`src/rtl/time_nmr_pkg.sv`:
```
// Shared definitions for the time-redundant (NMR) lock datapath stages.
package time_nmr_pkg;

    localparam int unsigned ReplicaWidth = 2;

    typedef enum logic [1:0] {
        MODE_BYPASS = 2'd0,
        MODE_DMR    = 2'd1,
        MODE_TMR    = 2'd2
    } mode_e;

    // Reserved mode 3 falls through to TMR; result is clamped to the build-time maximum.
    function automatic logic [ReplicaWidth-1:0] copies_for_mode(
        input logic [1:0]  mode,
        input int unsigned max_redundancy
    );
        logic [ReplicaWidth-1:0] copies;
        case (mode)
            MODE_BYPASS: copies = 2'd1;
            MODE_DMR:    copies = 2'd2;
            default:     copies = 2'd3;
        endcase
        if (max_redundancy < 32'(copies)) begin
            copies = ReplicaWidth'(max_redundancy);
        end
        return copies;
    endfunction

endpackage

```
`src/rtl/time_nmr_id_counter.sv`:
```
// Wrapping transaction ID counter shared by the NMR start and end stages.
module time_nmr_id_counter #(
    parameter int unsigned Width = 4
) (
    input  logic             clk,
    input  logic             rst_n,
    input  logic             inc_i,
    output logic [Width-1:0] count_o
);

    logic [Width-1:0] count_q;

    always_ff @(posedge clk or posedge rst_n) begin
        if (rst_n) begin
            count_q <= '0;
        end else if (inc_i) begin
            count_q <= count_q + Width'(1);
        end
    end

    assign count_o = count_q;

endmodule

```
`src/rtl/time_nmr_replicate_start.sv`:
```
// Ingress stage of the time-redundant datapath: re-issues each accepted transaction
// 1..3 times with a shared ID, a replica index and a last-copy flag.
module time_nmr_replicate_start
    import time_nmr_pkg::*;
#(
    parameter type         DataType      = logic [7:0],
    parameter int unsigned NumOpgroups   = 3,
    parameter int unsigned OpgroupWidth  = $clog2(NumOpgroups),
    parameter int unsigned IDSize        = 4,
    parameter int unsigned MaxRedundancy = 3
) (
    input  logic                    clk,
    input  logic                    rst_n,
    input  logic [1:0]              mode_i,
    input  logic [OpgroupWidth-1:0] opgroup_i,
    input  DataType                 data_i,
    input  logic                    valid_i,
    output logic                    ready_o,
    output logic [OpgroupWidth-1:0] opgroup_o,
    output DataType                 data_o,
    output logic [IDSize-1:0]       id_o,
    output logic [ReplicaWidth-1:0] replica_o,
    output logic                    last_o,
    output logic                    valid_o,
    input  logic                    ready_i,
    output logic                    busy_o
);

    typedef enum logic {StIdle, StIssue} state_e;

    state_e                  state_q;
    DataType                 data_q;
    logic [OpgroupWidth-1:0] opgroup_q;
    logic [ReplicaWidth-1:0] copies_q;
    logic [ReplicaWidth-1:0] replica_q;
    logic                    last_q;
    logic [ReplicaWidth-1:0] new_copies;
    logic                    accept;
    logic                    handshake;

    assign new_copies = copies_for_mode(mode_i, MaxRedundancy);
    assign valid_o    = (state_q == StIssue);
    assign busy_o     = (state_q == StIssue);
    // A new transaction may enter on the same edge the final copy leaves.
    assign ready_o    = (state_q == StIdle) || (last_q && ready_i);
    assign accept     = valid_i && ready_o;
    assign handshake  = valid_o && ready_i;

    always_ff @(posedge clk or posedge rst_n) begin
        if (rst_n) begin
            state_q   <= StIdle;
            data_q    <= '0;
            opgroup_q <= '0;
            copies_q  <= 2'd1;
            replica_q <= '0;
            last_q    <= 1'b0;
        end else if (accept) begin
            state_q   <= StIssue;
            data_q    <= data_i;
            opgroup_q <= opgroup_i;
            copies_q  <= new_copies;
            replica_q <= '0;
            last_q    <= (new_copies == 2'd1);
        end else if (handshake) begin
            if (last_q) begin
                state_q   <= StIdle;
                replica_q <= '0;
                last_q    <= 1'b0;
            end else begin
                replica_q <= replica_q + 2'd1;
                last_q    <= ((replica_q + 2'd1) == (copies_q - 2'd1));
            end
        end
    end

    // The counter only advances once the final copy is taken, so it doubles as id_o.
    time_nmr_id_counter #(
        .Width (IDSize)
    ) u_id_counter (
        .clk     (clk),
        .rst_n   (rst_n),
        .inc_i   (handshake && last_q),
        .count_o (id_o)
    );

    assign data_o    = data_q;
    assign opgroup_o = opgroup_q;
    assign replica_o = replica_q;
    assign last_o    = last_q;

endmodule

```
`config.mk`:
```
export PLATFORM = sky130hd
export DESIGN_NAME = time_nmr_replicate_start
export DESIGN_NICKNAME = d
export VERILOG_FILES = /design/src/rtl/time_nmr_pkg.sv /design/src/rtl/time_nmr_id_counter.sv /design/src/rtl/time_nmr_replicate_start.sv
export SDC_FILE = /design/constraint.sdc
export NUM_CORES = 1
export LEC_CHECK = 0
export CAP_MARGIN = 20
export CORE_MARGIN = 2
export CORE_UTILIZATION = 45
export CTS_CLUSTER_DIAMETER = 40
export DETAILED_ROUTE_END_ITERATION = 7
export MAX_ROUTING_LAYER = met4
export PLACE_DENSITY = 0.82
export RECOVER_POWER = 100
export SYNTH_ARGS = -nofsm -noshare
export SYNTH_HDL_FRONTEND = slang
export SYNTH_HIERARCHICAL = 1
export SYNTH_SLANG_ARGS = --single-unit
```
`constraint.sdc`:
```
create_clock -name clk -period 4.63 [get_ports clk]
set_clock_uncertainty 0.2 [all_clocks]
set_input_delay 1.389 -clock clk [delete_from_list [all_inputs] [get_ports clk]]
set_output_delay 1.389 -clock clk [all_outputs]
set_load 0.01 [all_outputs]
```
Word level (Yosys, flattened, before mapping)
Index checks and enable logic that the tools add are counted.
W data, S select, Z words.
{"block": "op_classes", "bitwise": 1, "eq_ne": 3, "n_addsub": 3, "n_mux": 10, "reduce_logical": 9}
{"cell": "$mux W1", "n": 6}
{"cell": "$mux W2", "n": 3}
{"cell": "$add A4 B1 Y4 const B", "n": 1}
{"cell": "$eq A2 B1 Y1 const B", "n": 2}
{"cell": "$logic_and A1 B1 Y1", "n": 4}
{"cell": "$pmux W2 S2", "n": 1}
{"cell": "$reduce_bool A2 Y1", "n": 2}
{"cell": "$add A2 B1 Y2 const B", "n": 1}
{"cell": "$eq A2 B2 Y1", "n": 1}
{"cell": "$logic_not A2 Y1", "n": 1}
{"cell": "$reduce_and A2 Y1", "n": 1}
{"cell": "$sub A2 B1 Y2 const B", "n": 1}
{"cell": "$logic_or A1 B1 Y1", "n": 1}
{"cell": "$not A1 Y1", "n": 1}
{"block": "totals", "input_bits": 16, "regBits": 20, "elab_cells": 33}

Logic depth before layout (Yosys ltp)
{"block": "logic_depth", "ltp_word": 5, "mapped_depth": 5, "ltp_nobuf": 4}

Modules after synthesis
Netlist, hierarchy kept.
{"mod": "time_nmr_replicate_start", "area_per_inst_um2": 770.7, "instances": 1, "cells_per_inst": 58}
{"mod": "time_nmr_id_counter", "area_per_inst_um2": 163.9, "instances": 1, "cells_per_inst": 12}

Least setup slack after synthesis
No wires, ideal clock.
{"block": "synth_path", "path_type": "input-to-output", "startpoint": "in ready_i", "endpoint": "out ready_o", "t_required_ns": 3.041, "cell_stages": 2, "setup_slack_ns": 1.344, "arrival_time_ns": 1.697, "path_cell_list": "a21bo_1 > buf_6"}
{"block": "synth_via", "elab_chain_cells": 2}
{"item": "start: declaration", "line": "time_nmr_replicate_start.sv:25", "text": "input logic ready_i,"}
{"item": "$logic_and A1 B1 Y1", "line": "time_nmr_replicate_start.sv:45", "text": "assign ready_o = (state_q == StIdle) || (last_q && ready_i);"}
{"item": "$logic_or A1 B1 Y1", "line": "time_nmr_replicate_start.sv:45"}
{"item": "end: declaration", "line": "time_nmr_replicate_start.sv:18", "text": "output logic ready_o,"}
Every way passes these cells.

Final worst setup path
Ends and elaborated chain as after synthesis.

==> results.py <==
metrics = {
    "detailed_routing": {
        "wl_per_cell_microns": 12.5,
        "vias": 654,
        "totalWireLength_mm": 1.65,
        "dr.pass1.iters": 4,
        "drc_errors": 0,
        "ant_nets": 0,
        "routed_via_density": 4.95,
        "drtIter0Drc": 6,
    },
    "layout": {
        "drive_above_1_share": 0.0667,
        "diodes": 0,
        "stdcell_count": 132,
        "fin_nets": 123,
        "syn2layout_area_growth_pct": 34.9,
    },
    "floorplanning": {
        "die-area_sq_um": 2460,
        "die_y_microns": 49.6,
        "start_util": 0.476,
        "die_x_microns": 49.6,
        "core_sq_um": 1960,
        "io-pin-count": 36,
        "rows": 16,
    },
    "pwr": {
        "leakage_nw": 0.551,
        "ir_drop_v": 0.000358,
        "powerDensity_nw_per_um2": 583,
    },
    "synthesis": {
        "synth_flop_cell": "dfrtp_1",
        "avgSynthCellArea_sq_um": 13.4,
        "ys_top_cells_by_area": "dfrtp_1 (51%), mux2_4 (14%), dfstp_2 (2.8%), xnor2_1 (2.8%), mux2_2 (2.4%)",
        "ys_warn_count": 6,
        "ys_ff_latch": 20,
        "synth_nets": 87,
        "synth_edf_count": 0,
        "yosysSeqAreaShare": 0.537,
        "syn-instance-count": 70,
        "yosysMostFrequentCell": "dfrtp_1",
        "synth_common_cells": "dfrtp_1 (19), mux2_4 (9), inv_1 (5)",
        "synth_top_cell_area_share": 0.509,
        "ys_types": 29,
        "synthArstFlopShare": 1.00,
        "synth.largest_area_cell": "dfrtp_1",
        "syn-cell-area_sq_um": 935,
    },
    "clocking": {
        "clkTransAtPathRegs_ns": 0.11,
        "cts_tree": "built",
        "cts_made_buffers": 3,
        "post-cts-setup-buffer-count": 0,
        "worstSkewPairLatency_ns": 0.29,
        "clkSinkCount": 20,
        "htree_levels": 1,
        "cts_hold_buf": 0,
        "clockBufferDepth": 2,
        "root_buffer": "clkbuf_4",
        "cts_resized": 0,
    },
    "critical_path": {
        "cp_data_arrival_time_ns": 2.89,
        "cp-end-kind": "output port",
        "rrSetupSlack_ns": 2.79,
        "critPathLaunchType": "input port",
        "setup.worst_path.class": "input port to output port",
        "path_max_fanout": 7,
        "critical_path_required_ns": 3.04,
    },
    "timing": {
        "fin_crit_ns": 4.48,
        "tightest_slew_ns": 0.578,
        "worst_slack_ns": 0.146,
        "clock.fmax_mhz": 223,
        "final_max_slew_viol_count": 0,
        "rsz0062_at_grt": "false",
        "tns_ns": 0,
        "hold_viol": 0,
        "post-route-period-util": 0.968,
        "slew_headroom": 0.615,
        "finalSetupViolations": 0,
    },
    "global_routing": {
        "grt.total_usage": 0.146,
        "grt_pass1_vias": 624,
        "grt_max_degree": 17,
        "grt_pass1_wl_mm": 2.74,
        "gr-total-overflow": 0,
        "grt_antenna_before_repair": 0,
    },
    "placed_design": {
        "pre_cts_ws_ns": 0.234,
        "dp.cells": 128,
        "post-dp-hpwl_mm": 1.26,
        "port_buffers": 35,
        "gp_congestion": 0.759,
    },
    "worst_hold_path": {
        "min_path_type": "flop to flop",
    },
    "flow_run": {
        "maxCapViolations": 0,
    },
    "status": {
        "status": "completed",
    },
}
[layout make-up]
class                      count  area (sq um)
tap                           27          33.8
timing repair buffer          35           350
fill                         163           701
clock buffer                   4          26.3
sequential                    20           502
inverter                       5          18.8
multi-input combinational     41           330
[cell families after synthesis]
| group | count (synthesis) | share of synthesized area |
|---|---|---|
| flip-flops | 20 | 0.537 |
| AND/OR/NAND/NOR | 13 | 0.0830 |
| AO/OA/AOI/OAI | 11 | 0.0843 |
| multiplexers | 11 | 0.169 |
| buffers and inverters | 9 | 0.0669 |
| XOR/XNOR | 5 | 0.0469 |
| adder cells (fa/ha/maj) | 1 | 0.0134 |
[path summary, 6_finish.rpt]
kind                                    startpoint  depth (start not counted)                       to
max                                        ready_i                          3                  ready_o
min                        u_id_counter/count_o[3]                          1  u_id_counter/count_o[3]
max reg2reg                                 busy_o                          3                data_o[7]
min reg2reg                u_id_counter/count_o[3]                          1  u_id_counter/count_o[3]
max in group asynchronous                    rst_n                          2              copies_q[0]
min in group asynchronous                    rst_n                          2  u_id_counter/count_o[1]
[critical path, cell delays in order]
cell and delay [ns]:
dlygate4sd3_1 0.58, a21bo_1 0.28, dlygate4sd3_1 0.64
[report_power, final]
group,total (mW),internal (mW),switching [mW],leakage (nW)
combinational,0.330,0.197,0.133,0.302
clock,0.0820,0.0334,0.0486,0.0150
sequential,0.323,0.259,0.0638,0.234
[flip-flops by register name, indices dropped and copies added (netlist names)]
signal	count
copies_q	2
last_o	1
u_id_counter/count_o	4
opgroup_o	2
data_o	8
replica_o	2
busy_o	1
[routing by layer]
layer / vias up / global-route usage / wire length (microns)
li1: 310 / - / -
met1: 311 / 0.197 / 782
met2: 31 / 0.233 / 762
met4: 0 / 0.0278 / 8
met5: - / - / 0
met3: 2 / 0.0273 / 100
[through the flow]
step	hold slack [ns]	power, mW	cell area, sq um	util
final	0.279	0.735	1260	0.643
after global routing	0.301	0.785	1260	0.643
after CTS	0.297	0.814	1300	0.663
after detailed placement	0.278	0.728	1270	0.650
after global placement	0.262	0.718	1270	0.650
after floorplan	0.308	0.540	935	-
[placed cells by master (no fill, tap or decap), types with 2 or more instances in the layout]
cell	Yosys	final
dlygate4sd3_1	0	23
dfrtp_1	19	19
clkdlybuf4s50_1	0	12
mux2_1	0	8
inv_1	5	5
nand2_1	2	4
nand2b_1	3	3
a21oi_1	3	3
xnor2_1	3	3
clkbuf_4	0	3
nor2_1	2	2
xor2_1	2	2
a31oi_1	2	2
mux2_2	2	2
Note: power is estimated with default switching activity, not from simulation.
